`src/rtl/traffic_interval_timer.sv`:
```
// traffic_interval_timer
//   Interval timer and car-sensor conditioner for the traffic-light controller.
//   A prescaler divides clk into ticks. st restarts the interval; ts and tl go
//   high once the tick count reaches the programmable short / long limits and
//   stay high until the next st. The raw loop detector is synchronised and
//   debounced into c.
// Ports
//   clk       clock
//   rst_n     synchronous active-low reset
//   st        restart interval (held high keeps the timer at 0)
//   cfg_we    limit write strobe
//   cfg_sel   0 = short limit, 1 = long limit
//   cfg_data  limit value in ticks (0 is stored as 1)
//   car_raw   asynchronous loop-detector input
//   ts, tl    short / long interval elapsed (levels)
//   c         debounced car present
//   elapsed   ticks since last st, saturating
module traffic_interval_timer #(
  parameter int unsigned P      = 1000,
  parameter int unsigned TW     = 8,
  parameter int unsigned TS_DEF = 3,
  parameter int unsigned TL_DEF = 20,
  parameter int unsigned DB     = 4
) (
  input  logic          clk,
  input  logic          rst_n,
  input  logic          st,
  input  logic          cfg_we,
  input  logic          cfg_sel,
  input  logic [TW-1:0] cfg_data,
  input  logic          car_raw,
  output logic          ts,
  output logic          tl,
  output logic          c,
  output logic [TW-1:0] elapsed
);

  localparam int unsigned PW = $clog2(P);
  localparam int unsigned CW = (DB > 1) ? $clog2(DB) : 1;
  localparam logic [PW-1:0] PRE_LAST = PW'(P - 1);
  localparam logic [CW-1:0] CNT_LAST = CW'(DB - 1);
  localparam logic [TW-1:0] EL_MAX   = '1;

  logic [PW-1:0] pre_q, pre_d;
  logic [TW-1:0] elapsed_q, elapsed_d;
  logic [TW-1:0] ts_lim_q, ts_lim_d;
  logic [TW-1:0] tl_lim_q, tl_lim_d;
  logic [TW-1:0] cfg_val;
  logic          tick;
  logic          sync1_q, car_s_q;
  logic          c_q, c_d;
  logic [CW-1:0] cnt_q, cnt_d;

  always_comb begin
    tick = (pre_q == PRE_LAST) && !st;

    pre_d = pre_q + 1'b1;
    if (st || (pre_q == PRE_LAST)) pre_d = '0;

    elapsed_d = elapsed_q;
    if (st)                               elapsed_d = '0;
    else if (tick && elapsed_q != EL_MAX) elapsed_d = elapsed_q + 1'b1;

    // A zero limit would make the output assert together with st; clamp to 1.
    cfg_val  = (cfg_data == '0) ? TW'(1) : cfg_data;
    ts_lim_d = ts_lim_q;
    tl_lim_d = tl_lim_q;
    if (cfg_we) begin
      if (cfg_sel) tl_lim_d = cfg_val;
      else         ts_lim_d = cfg_val;
    end

    // Counter only runs while the synchronised input disagrees with c;
    // DB consecutive disagreeing samples flip c.
    c_d   = c_q;
    cnt_d = '0;
    if (car_s_q != c_q) begin
      if (cnt_q == CNT_LAST) c_d   = ~c_q;
      else                   cnt_d = cnt_q + 1'b1;
    end
  end

  always_ff @(posedge clk) begin
    if (!rst_n) begin
      pre_q     <= '0;
      elapsed_q <= '0;
      ts_lim_q  <= TW'(TS_DEF);
      tl_lim_q  <= TW'(TL_DEF);
      sync1_q   <= 1'b0;
      car_s_q   <= 1'b0;
      c_q       <= 1'b0;
      cnt_q     <= '0;
    end else begin
      pre_q     <= pre_d;
      elapsed_q <= elapsed_d;
      ts_lim_q  <= ts_lim_d;
      tl_lim_q  <= tl_lim_d;
      sync1_q   <= car_raw;
      car_s_q   <= sync1_q;
      c_q       <= c_d;
      cnt_q     <= cnt_d;
    end
  end

  assign ts      = (elapsed_q >= ts_lim_q);
  assign tl      = (elapsed_q >= tl_lim_q);
  assign c       = c_q;
  assign elapsed = elapsed_q;

endmodule

```
`config.mk`:
```
export PLATFORM = sky130hd
export DESIGN_NAME = traffic_interval_timer
export DESIGN_NICKNAME = d
export VERILOG_FILES = /design/src/rtl/traffic_interval_timer.sv
export SDC_FILE = /design/constraint.sdc
export NUM_CORES = 1
export LEC_CHECK = 0
export CORE_UTILIZATION = 25
export CTS_BUF_LIST = sky130_fd_sc_hd__clkbuf_16
export DETAILED_ROUTE_END_ITERATION = 8
export PLACE_DENSITY_LB_ADDON = 0.15
export SYNTH_ARGS = -nofsm -noshare
export SYNTH_HDL_FRONTEND = slang
export SYNTH_SLANG_ARGS = --single-unit
```
`constraint.sdc`:
```
create_clock -name clk -period 2.21 [get_ports clk]
set_input_delay 0.221 -clock clk [delete_from_list [all_inputs] [get_ports clk]]
set_output_delay 0.221 -clock clk [all_outputs]
set_load 0.01 [all_outputs]
```
==> results of run 1 <==
[cell families after synthesis]
group / after synthesis / synth area share
compound gates: 46 / 0.1580
xor+xnor: 9 / 0.03918
fa+ha+maj: 19 / 0.1182
buf+inv: 24 / 0.04478
flops: 39 / 0.3881
mux: 2 / 0.009951
simple gates: 93 / 0.2419
[per-layer routing]
layer	wire length (um)	track usage
met5	0	0
met4	84	0.05078
met3	218	0.03731
met2	1935	0.1748
met1	2302	0.1530
[flip-flops by register name, indices dropped and copies added (netlist names)]
signal	cells
c	1
car_s_q	1
cnt_q	2
elapsed	8
pre_q	10
sync1_q	1
tl_lim_q	8
ts_lim_q	8
[worst max-delay path, stage by stage (launching register included)]
cell and delay (ps):
dfxtp_1 320, inv_1 80, ha_1 300, nor2b_1 120, o21ai_0 100, a31oi_1 210, o21ai_0 110, dlygate4sd2_1 290
[power breakdown]
part / internal (mW) / switching, mW
sequential: 0.722 / 0.00880
combinational: 0.0539 / 0.0595
clock: 0.526 / 0.284
[stage by stage]
step                setup WS, ps  utilization  hold WS, ps
finish                     174.3       0.3307        427.5
floorplan                  511.3            -        348.3
global route               7.827       0.3307        442.9
CTS                        127.4       0.3307        433.7
detailed placement         148.0       0.3098        420.3
global placement           160.5       0.3098        418.9
[final timing paths]
kind	start	to	slack [ps]
worst min register to register	cnt_q[0]$_SDFF_PP0_	cnt_q[0]$_SDFF_PP0_	430
worst min-delay path	cnt_q[0]$_SDFF_PP0_	cnt_q[0]$_SDFF_PP0_	430
worst max-delay path	elapsed[0]$_SDFFE_PP0P_	tl	170
worst max register to register	pre_q[0]$_SDFF_PP0_	elapsed[5]$_SDFFE_PP0P_	330
[cells in the final DEF (no fill, tap or decap), types with 2 or more instances in the layout]
cell             instances
nor2_1                  11
a21o_1                   4
mux2i_1                  2
clkdlybuf4s50_1         22
and4_1                   2
nand3_1                  6
and3_1                   4
dlygate4sd2_1            2
inv_1                   17
nand4_1                  3
a21oi_1                  9
nand2b_1                 4
o21ai_0                  4
dfxtp_1                 38
a211o_1                  2
buf_4                    7
nor3_1                   2
a21boi_0                11
a31o_2                   2
nor2b_1                  5
xnor2_1                  4
clkbuf_16                5
nand2_1                 41
and2_1                   4
xor2_1                   5
o211ai_1                 4
nor4b_1                  2
a31oi_1                  4
ha_1                    19
[cells in the mapped netlist (3+ instances only)]
library cell	instances
a21o_1	4
inv_1	17
nor2b_1	5
nor2_1	11
xnor2_1	4
and2_1	4
nand3_1	6
nand2b_1	4
o211ai_1	4
o21ai_0	5
xor2_1	5
and3_1	4
a21oi_1	9
ha_1	19
clkbuf_1	7
nand4_1	3
dfxtp_1	39
nand2_1	41
a21boi_0	11
a31oi_1	4
[area by class of cell]
class                   instances  area, um^2
flip-flops and latches         39       782.0
multi-input cells             169        1141
inverters                      17       63.81
clock buffers                   5       125.1
repair buffers                 31       290.3
fillers                       820        5199
clock inverters                 3       38.79
well taps                     102       127.6
[repair_timing]
action | CTS | global route
setup endpoints to repair | 2 | 1
buffers inserted | 0 | 0
gates resized for setup | 3 | 1
==> impl_metrics.ini, run 1 <==
[status]
status = finished clean

[die]
die_x_um = 91.71
die-area_um2 = 8411
core_um2 = 7767
ios = 25
start_util = 0.2590
row_count = 32
die_y_um = 91.71

[place]
placed_cell_area_um2 = 2406
gp_routability_congestion = 0.7604
dp.cells = 358
port_buffers = 24
place_hpwl_um = 3441

[critical_path]
rr_worst_depth = 5
crit_fanout = 4
critPathLaunchType = flop
crit_type = flop to output pin
required_ps = 1990
crit_arrival_ps = 1810
worst_setup_path_end_kind = output pin

[cts]
htree_num_levels = 2
cts.sinks = 39
root_buffer = clkbuf_16
numCtsBuffers = 5
insertion_delay_ps = 280
cts_buffer_depth = 2
clkTransAtPathRegs_ps = 60
cts_tree = yes
cts_hold_buffers = 0

[worst_hold_path]
hp-class = flop to flop
hold_depth = 1

[sta]
worst_pin_slew_ps = 587.1
slew_violations = 0
period_needed_ps = 2036
period_share = 0.9211
rsz0062_at_grt = no
finalSetupViolCount = 0
hold_viol_final = 0
clock_skew_ps = 2.227
relSlewSlack = 0.6078
fin_tns_setup_ps = 0
fmax_ghz = 0.4912

[logic_synthesis]
avgSynthCellArea_um2 = 8.672
synth-seq-area-share = 0.3881
ys_types = 40
yosys_warnings = 0
synth_nets = 265
ys_ff_latch = 39
synth_area_leaders = dfxtp_1, ha_1, nand2_1
syn_area_um2 = 2012
synth-edff-count = 0
syn_inst = 232
ys.flop_type = dfxtp_1
ys_async_sr_fraction = 0
yosysTopAreaCellShare = 0.3881
synth_top_cell_by_area = dfxtp_1

[grt]
antenna_found_initial = 0
grtUsageTotal = 0.1167
overflow = 0
grt_max_degree = 22
grt_pass1_vias = 1543
grt_pass1_wl_um = 7521

[drt]
dr_total_vias = 1641
first_iter_violations = 79
viasPerCell = 4.484
firstDrtPassIters = 4
wl_per_cell_um = 12.40
wl_um = 4540
ant_nets = 0
drc = 0

[layout]
diodes = 0
nNetsFinal = 296
syn_to_final_growth_pct = 27.67
final_cell_area_um2 = 2569
drive_gt1_frac = 0.08333
final_cells = 366

[power_and_ir_drop]
powerDensity_nw_per_um2 = 644.3
leakagePower_nw = 1.048
power.total_mw = 1.655
irDropWorstVdd_mv = 0.2490

[flow_run]
maxCapViolCount = 0
No activity file was read; power rests on OpenSTA's default activity.
==> inputs of run 2 (changes only) <==
==> constraint.sdc (replaced) <==
create_clock -name clk -period 2.4 [get_ports clk]
set_input_delay 0.24 -clock clk [delete_from_list [all_inputs] [get_ports clk]]
set_output_delay 0.24 -clock clk [all_outputs]
set_load 0.01 [all_outputs]
==> run 2 against run 1 <==
Net effect:
- die area unchanged
- global-route usage decreased by 0.092 points
- final cell count decreased by 0.82%
- routed wire length decreased by 0.26%
- via count decreased by 0.30%
- non-clock buffer count decreased by 2
- register-to-register slack improved by 240 ps
- combinational power decreased by 8%
- total power decreased by 16%
- first-iteration DRC count decreased by 22%
- sequential share of layout area increased by 0.46 points
- count of clock-buffer cells in the layout unchanged
==> impl_metrics.ini, run 2 (same netlist as run 1, synthesis figures left out) <==
[critical_path]
required_ps = 2160
worst_setup_path_end_kind = output pin
path_cells = ha_1 > a21oi_1 > o21ai_0 > a31oi_1 > o21ai_0 > dlygate4sd2_1
rr_worst_depth = 5
cp_num_buf_inv = 1
path_depth = 6
critPathLaunchType = flop
cp_common_cell = o21ai_0
cp_top_family = compound AO/OA/AOI/OAI gates
crit_fanout = 9
crit_slowest_cell = dfxtp_1
critical-path-max-stage-delay_ps = 470
crit_type = flop to output pin
crit_arrival_ps = 1890

[drt]
drc = 0
ant_nets = 0
wl_per_cell_um = 12.47
viasPerCell = 4.507
firstDrtPassIters = 4
first_iter_violations = 62
dr_total_vias = 1636
wl_um = 4528

[grt]
antenna_found_initial = 0
grtUsageTotal = 0.1158
grt_max_degree = 22
overflow = 0
grt_pass1_vias = 1556
grt_pass1_wl_um = 7541

[layout]
final_common_cell = nand2_1
final_cell_mix = nand2_1, dfxtp_1, clkdlybuf4s50_1, ha_1, inv_1
largest_register = pre_q
final_cell_area_um2 = 2526
largest_register_ffs = 10
drive_gt1_frac = 0.06897
diodes = 0
syn_to_final_growth_pct = 25.56
nNetsFinal = 294
utilization = 0.3252

[cts]
post-cts-setup-buffers = 0
numCtsBuffers = 5
cts.sinks = 39
cts_buffer_depth = 2
htree_num_levels = 2
insertion_delay_ps = 270
root_buffer = clkbuf_16
cts_resized = 1
clkTransAtPathRegs_ps = 60
cts_tree = yes
cts_hold_buffers = 0

[sta]
rsz0062_at_grt = no
hold_viol_final = 0
period_needed_ps = 2133
relSlewSlack = 0.6275
slew_violations = 0
clock_skew_ps = 1.377
worst_pin_slew_ps = 557.7
fin_tns_setup_ps = 0
period_share = 0.8887
fmax_ghz = 0.4688
finalSetupViolCount = 0

[power_and_ir_drop]
powerDensity_nw_per_um2 = 550.2
leakagePower_nw = 1.036
irDropWorstVdd_mv = 0.2702

[die]
die_y_um = 91.71
core_um2 = 7767
ios = 25
die_x_um = 91.71
die-area_um2 = 8411
row_count = 32
start_util = 0.2590

[place]
port_buffers = 24
placed_cell_area_um2 = 2391
gp_routability_congestion = 0.6934
place_hpwl_um = 3437

[flow_run]
maxCapViolCount = 0

[status]
status = finished clean

[worst_hold_path]
hp-class = flop to flop
hold_depth = 1
==> run 2: cell count changes in the layout (fill, tap and decap cells not counted), sizes merged <==
cell,previous run,this run
dlygate4sd2,2,1
buf,7,5
dlymetal6s2s,0,1
bufinv,1,0
==> run 2: cell type report <==
type	count	area (um^2)
tap	102	127.6
inverter	17	63.81
multi-input combinational	169	1141
timing repair buffer	29	279.0
clock inverter	2	8.758
fill	845	5241
sequential	39	780.7
clock buffer	5	125.1
==> run 2: report_power, final <==
group          internal, mW  switching [mW]
Clock                 0.373           0.239
Sequential            0.665         0.00844
Combinational        0.0500          0.0540
==> run 2: through the flow <==
stage	total power, mW	cells	worst slack [ps]	hold WS [ps]
3_3_place_gp	0.7937	356	304.4	418.5
3_5_place_dp	0.7944	356	293.5	419.3
2_1_floorplan	0.7441	232	701.3	367.3
4_1_cts	1.419	363	6.589	432.6
5_1_grt	1.461	363	100.6	444.7
6_report	1.390	363	267.1	427.5
==> run 2: path summary, 6_finish.rpt <==
| path | from | endpoint | slack, ps |
|---|---|---|---|
| max | elapsed[2]$_SDFFE_PP0P_ | tl | 270 |
| min | cnt_q[0]$_SDFF_PP0_ | cnt_q[0]$_SDFF_PP0_ | 430 |
| max reg2reg | pre_q[0]$_SDFF_PP0_ | elapsed[5]$_SDFFE_PP0P_ | 570 |
| min reg2reg | cnt_q[0]$_SDFF_PP0_ | cnt_q[0]$_SDFF_PP0_ | 430 |
==> run 2: layer usage <==
metal	track usage	part of all wire	vias up
met3	0.04063	0.046	6
met2	0.1736	0.43	24
met5	0	0	-
li1	-	-	864
met4	0.04297	0.017	0
met1	0.1524	0.50	742
==> inputs of run 3 (changes only) <==
--- a/config.mk
+++ b/config.mk
@@ -5,10 +5,12 @@
 export SDC_FILE = /design/constraint.sdc
 export NUM_CORES = 1
 export LEC_CHECK = 0
-export CORE_UTILIZATION = 25
+export CORE_UTILIZATION = 60
 export CTS_BUF_LIST = sky130_fd_sc_hd__clkbuf_16
 export DETAILED_ROUTE_END_ITERATION = 8
+export DONT_BUFFER_PORTS = 1
 export PLACE_DENSITY_LB_ADDON = 0.15
+export RECOVER_POWER = 100
 export SYNTH_ARGS = -nofsm -noshare
 export SYNTH_HDL_FRONTEND = slang
 export SYNTH_SLANG_ARGS = --single-unit
==> run 3 against run 2 <==
Net effect:
- routed wire length shrank 11%
- combinational power shrank 36%
- global-route usage grew 14 points
- non-clock buffer count shrank 29
- sequential share of layout area grew 5.1 points
- final area shrank 14%
- flip-flop and latch count is the same
- count of clock-buffer cells in the layout is the same
- utilization grew 37 points
- fmax shrank 3.6%
- setup slack lost 80 ps
- critical endpoint unchanged
==> impl_metrics.ini, run 3 (same netlist as run 1, synthesis figures left out) <==
[power_and_ir_drop]
p_int_mw = 1.072
irDropWorstVdd_mv = 0.3738
pwr-share-comb = 0.049
seq_power_share = 0.496
powerDensity_nw_per_um2 = 626.9
p_sw_uw = 288.4
leakagePower_nw = 0.8998
switching_share = 0.2120
p_clk_frac = 0.455

[die]
core_um2 = 3128
die_y_um = 59.91
die-area_um2 = 3589
ios = 25
start_util = 0.6432
die_x_um = 59.91
row_count = 20

[cts]
insertion_delay_ps = 270
cts_tree = yes
cts.sinks = 39
cts_resized = 0
cts_buffer_depth = 2
root_buffer = clkbuf_16
htree_num_levels = 2
clkTransAtPathRegs_ps = 60
cts_hold_buffers = 0
numCtsBuffers = 5
post-cts-setup-buffers = 0

[drt]
ant_nets = 0
viasPerCell = 5.809
dr_total_vias = 1609
firstDrtPassIters = 4
drc = 0
wl_per_cell_um = 14.62
wl_um = 4049
first_iter_violations = 73

[sta]
fin_tns_setup_ps = 0
finalSetupViolCount = 0
worst_pin_slew_ps = 907.4
period_needed_ps = 2212
slew_violations = 0
period_share = 0.9219
relSlewSlack = 0.3900
hold_viol_final = 0
fmax_ghz = 0.4520
clock_skew_ps = 0.9623
rsz0062_at_grt = no

[critical_path]
path_cells = inv_1 > ha_1 > nor2b_1 > o21ai_0 > a31oi_1 > o21ai_0
required_ps = 2160
cp_common_cell = o21ai_0
r2r_start = pre_q[0]$_SDFF_PP0_
worst_setup_path_end_kind = output pin
cp_num_buf_inv = 1
rr_worst_depth = 5
cp_top_family = compound AO/OA/AOI/OAI gates
crit_fanout = 4
timing.rr.end = elapsed[5]$_SDFFE_PP0P_
crit_type = flop to output pin
critPathLaunchType = flop
crit_arrival_ps = 1970
critical-path-max-stage-delay_ps = 480
crit_slowest_cell = o21ai_0
r2r_setup_slack_ps = 270

[grt]
overflow = 0
antenna_found_initial = 0
grt_pass1_vias = 1531
grt_pass1_wl_um = 6575
grt_max_degree = 24
grtUsageTotal = 0.2516

[status]
status = finished clean

[layout]
final_common_cell = nand2_1
syn_to_final_growth_pct = 7.836
fill_cells = 262
final_cell_mix = nand2_1, dfxtp_1, ha_1, inv_1
diodes = 0
final_cell_area_um2 = 2170
largest_register_ffs = 10
nNetsFinal = 265
largest_register = pre_q
drive_gt1_frac = 0.05579

[worst_hold_path]
hp-class = primary input to flop
hold_depth = 1
hp-start = rst_n
min_to = ts_lim_q[0]$_SDFFE_PN1P_

[flow_run]
maxCapViolCount = 0

[place]
gp_routability_congestion = 0.8050
placed_cell_area_um2 = 2041
place_hpwl_um = 3029
port_buffers = 0
## run 3: cell types whose count changed in the layout (fill, tap and decap cells not counted), moves of 2 or more
cell             previous run  this run
and2_1                      4         2
clkdlybuf4s50_1            22         0
buf_4                       5         0
and2_0                      0         2
## run 3: stage by stage
stage / worst slack [ps] / hold slack, ps / instances / utilization / total power, mW
floorplan: 701.3 / 367.3 / 232 / - / 0.7441
global placement: 599.8 / 335.6 / 269 / 0.6524 / 0.7509
detailed placement: 530.2 / 337.1 / 269 / 0.6524 / 0.7552
CTS: 199.1 / 46.71 / 277 / 0.6976 / 1.374
global route: 108.9 / 56.81 / 277 / 0.6936 / 1.411
finish: 187.5 / 58.04 / 277 / 0.6936 / 1.360
## run 3: layout make-up
cell class	count	area (um^2)	area share
flip-flops and latches	39	780.7	0.3599
clock buffers	5	125.1	0.05767
well taps	44	55.05	0.02537
clock inverters	3	16.27	0.007497
inverters	17	63.81	0.02941
multi-input cells	169	1129	0.5202
## run 3: worst max path at each step
stage / from / endpoint / cells after the start
6_report: elapsed[0]$_SDFFE_PP0P_ / tl / 6
5_1_grt: pre_q[0]$_SDFF_PP0_ / elapsed[5]$_SDFFE_PP0P_ / 5
4_1_cts: elapsed[0]$_SDFFE_PP0P_ / tl / 6
3_5_place_dp: elapsed[1]$_SDFFE_PP0P_ / elapsed[5]$_SDFFE_PP0P_ / 5
3_3_place_gp: elapsed[0]$_SDFFE_PP0P_ / tl / 6
2_1_floorplan: pre_q[0]$_SDFF_PP0_ / elapsed[5]$_SDFFE_PP0P_ / 5
## run 3: power groups by stage
stage,Combinational [mW],Clock (mW),Sequential (mW)
finish,0.0670,0.619,0.674
global placement,0.0636,0,0.687
CTS,0.0682,0.632,0.674
global route,0.0778,0.657,0.676
detailed placement,0.0671,0,0.688
floorplan,0.0584,0,0.686
## run 3: worst reg2reg max path, stage by stage (launching register included)
cell	delay (ps)
dfxtp_1	380
ha_1	220
nand2_1	110
nor4_2	760
nand2_1	220
o41ai_1	340
## run 3: routing by layer
metal,track usage,wire [um]
met1,0.2722,1693
met2,0.4492,2063
met3,0.06494,174
met4,0.1262,117
met5,0,0
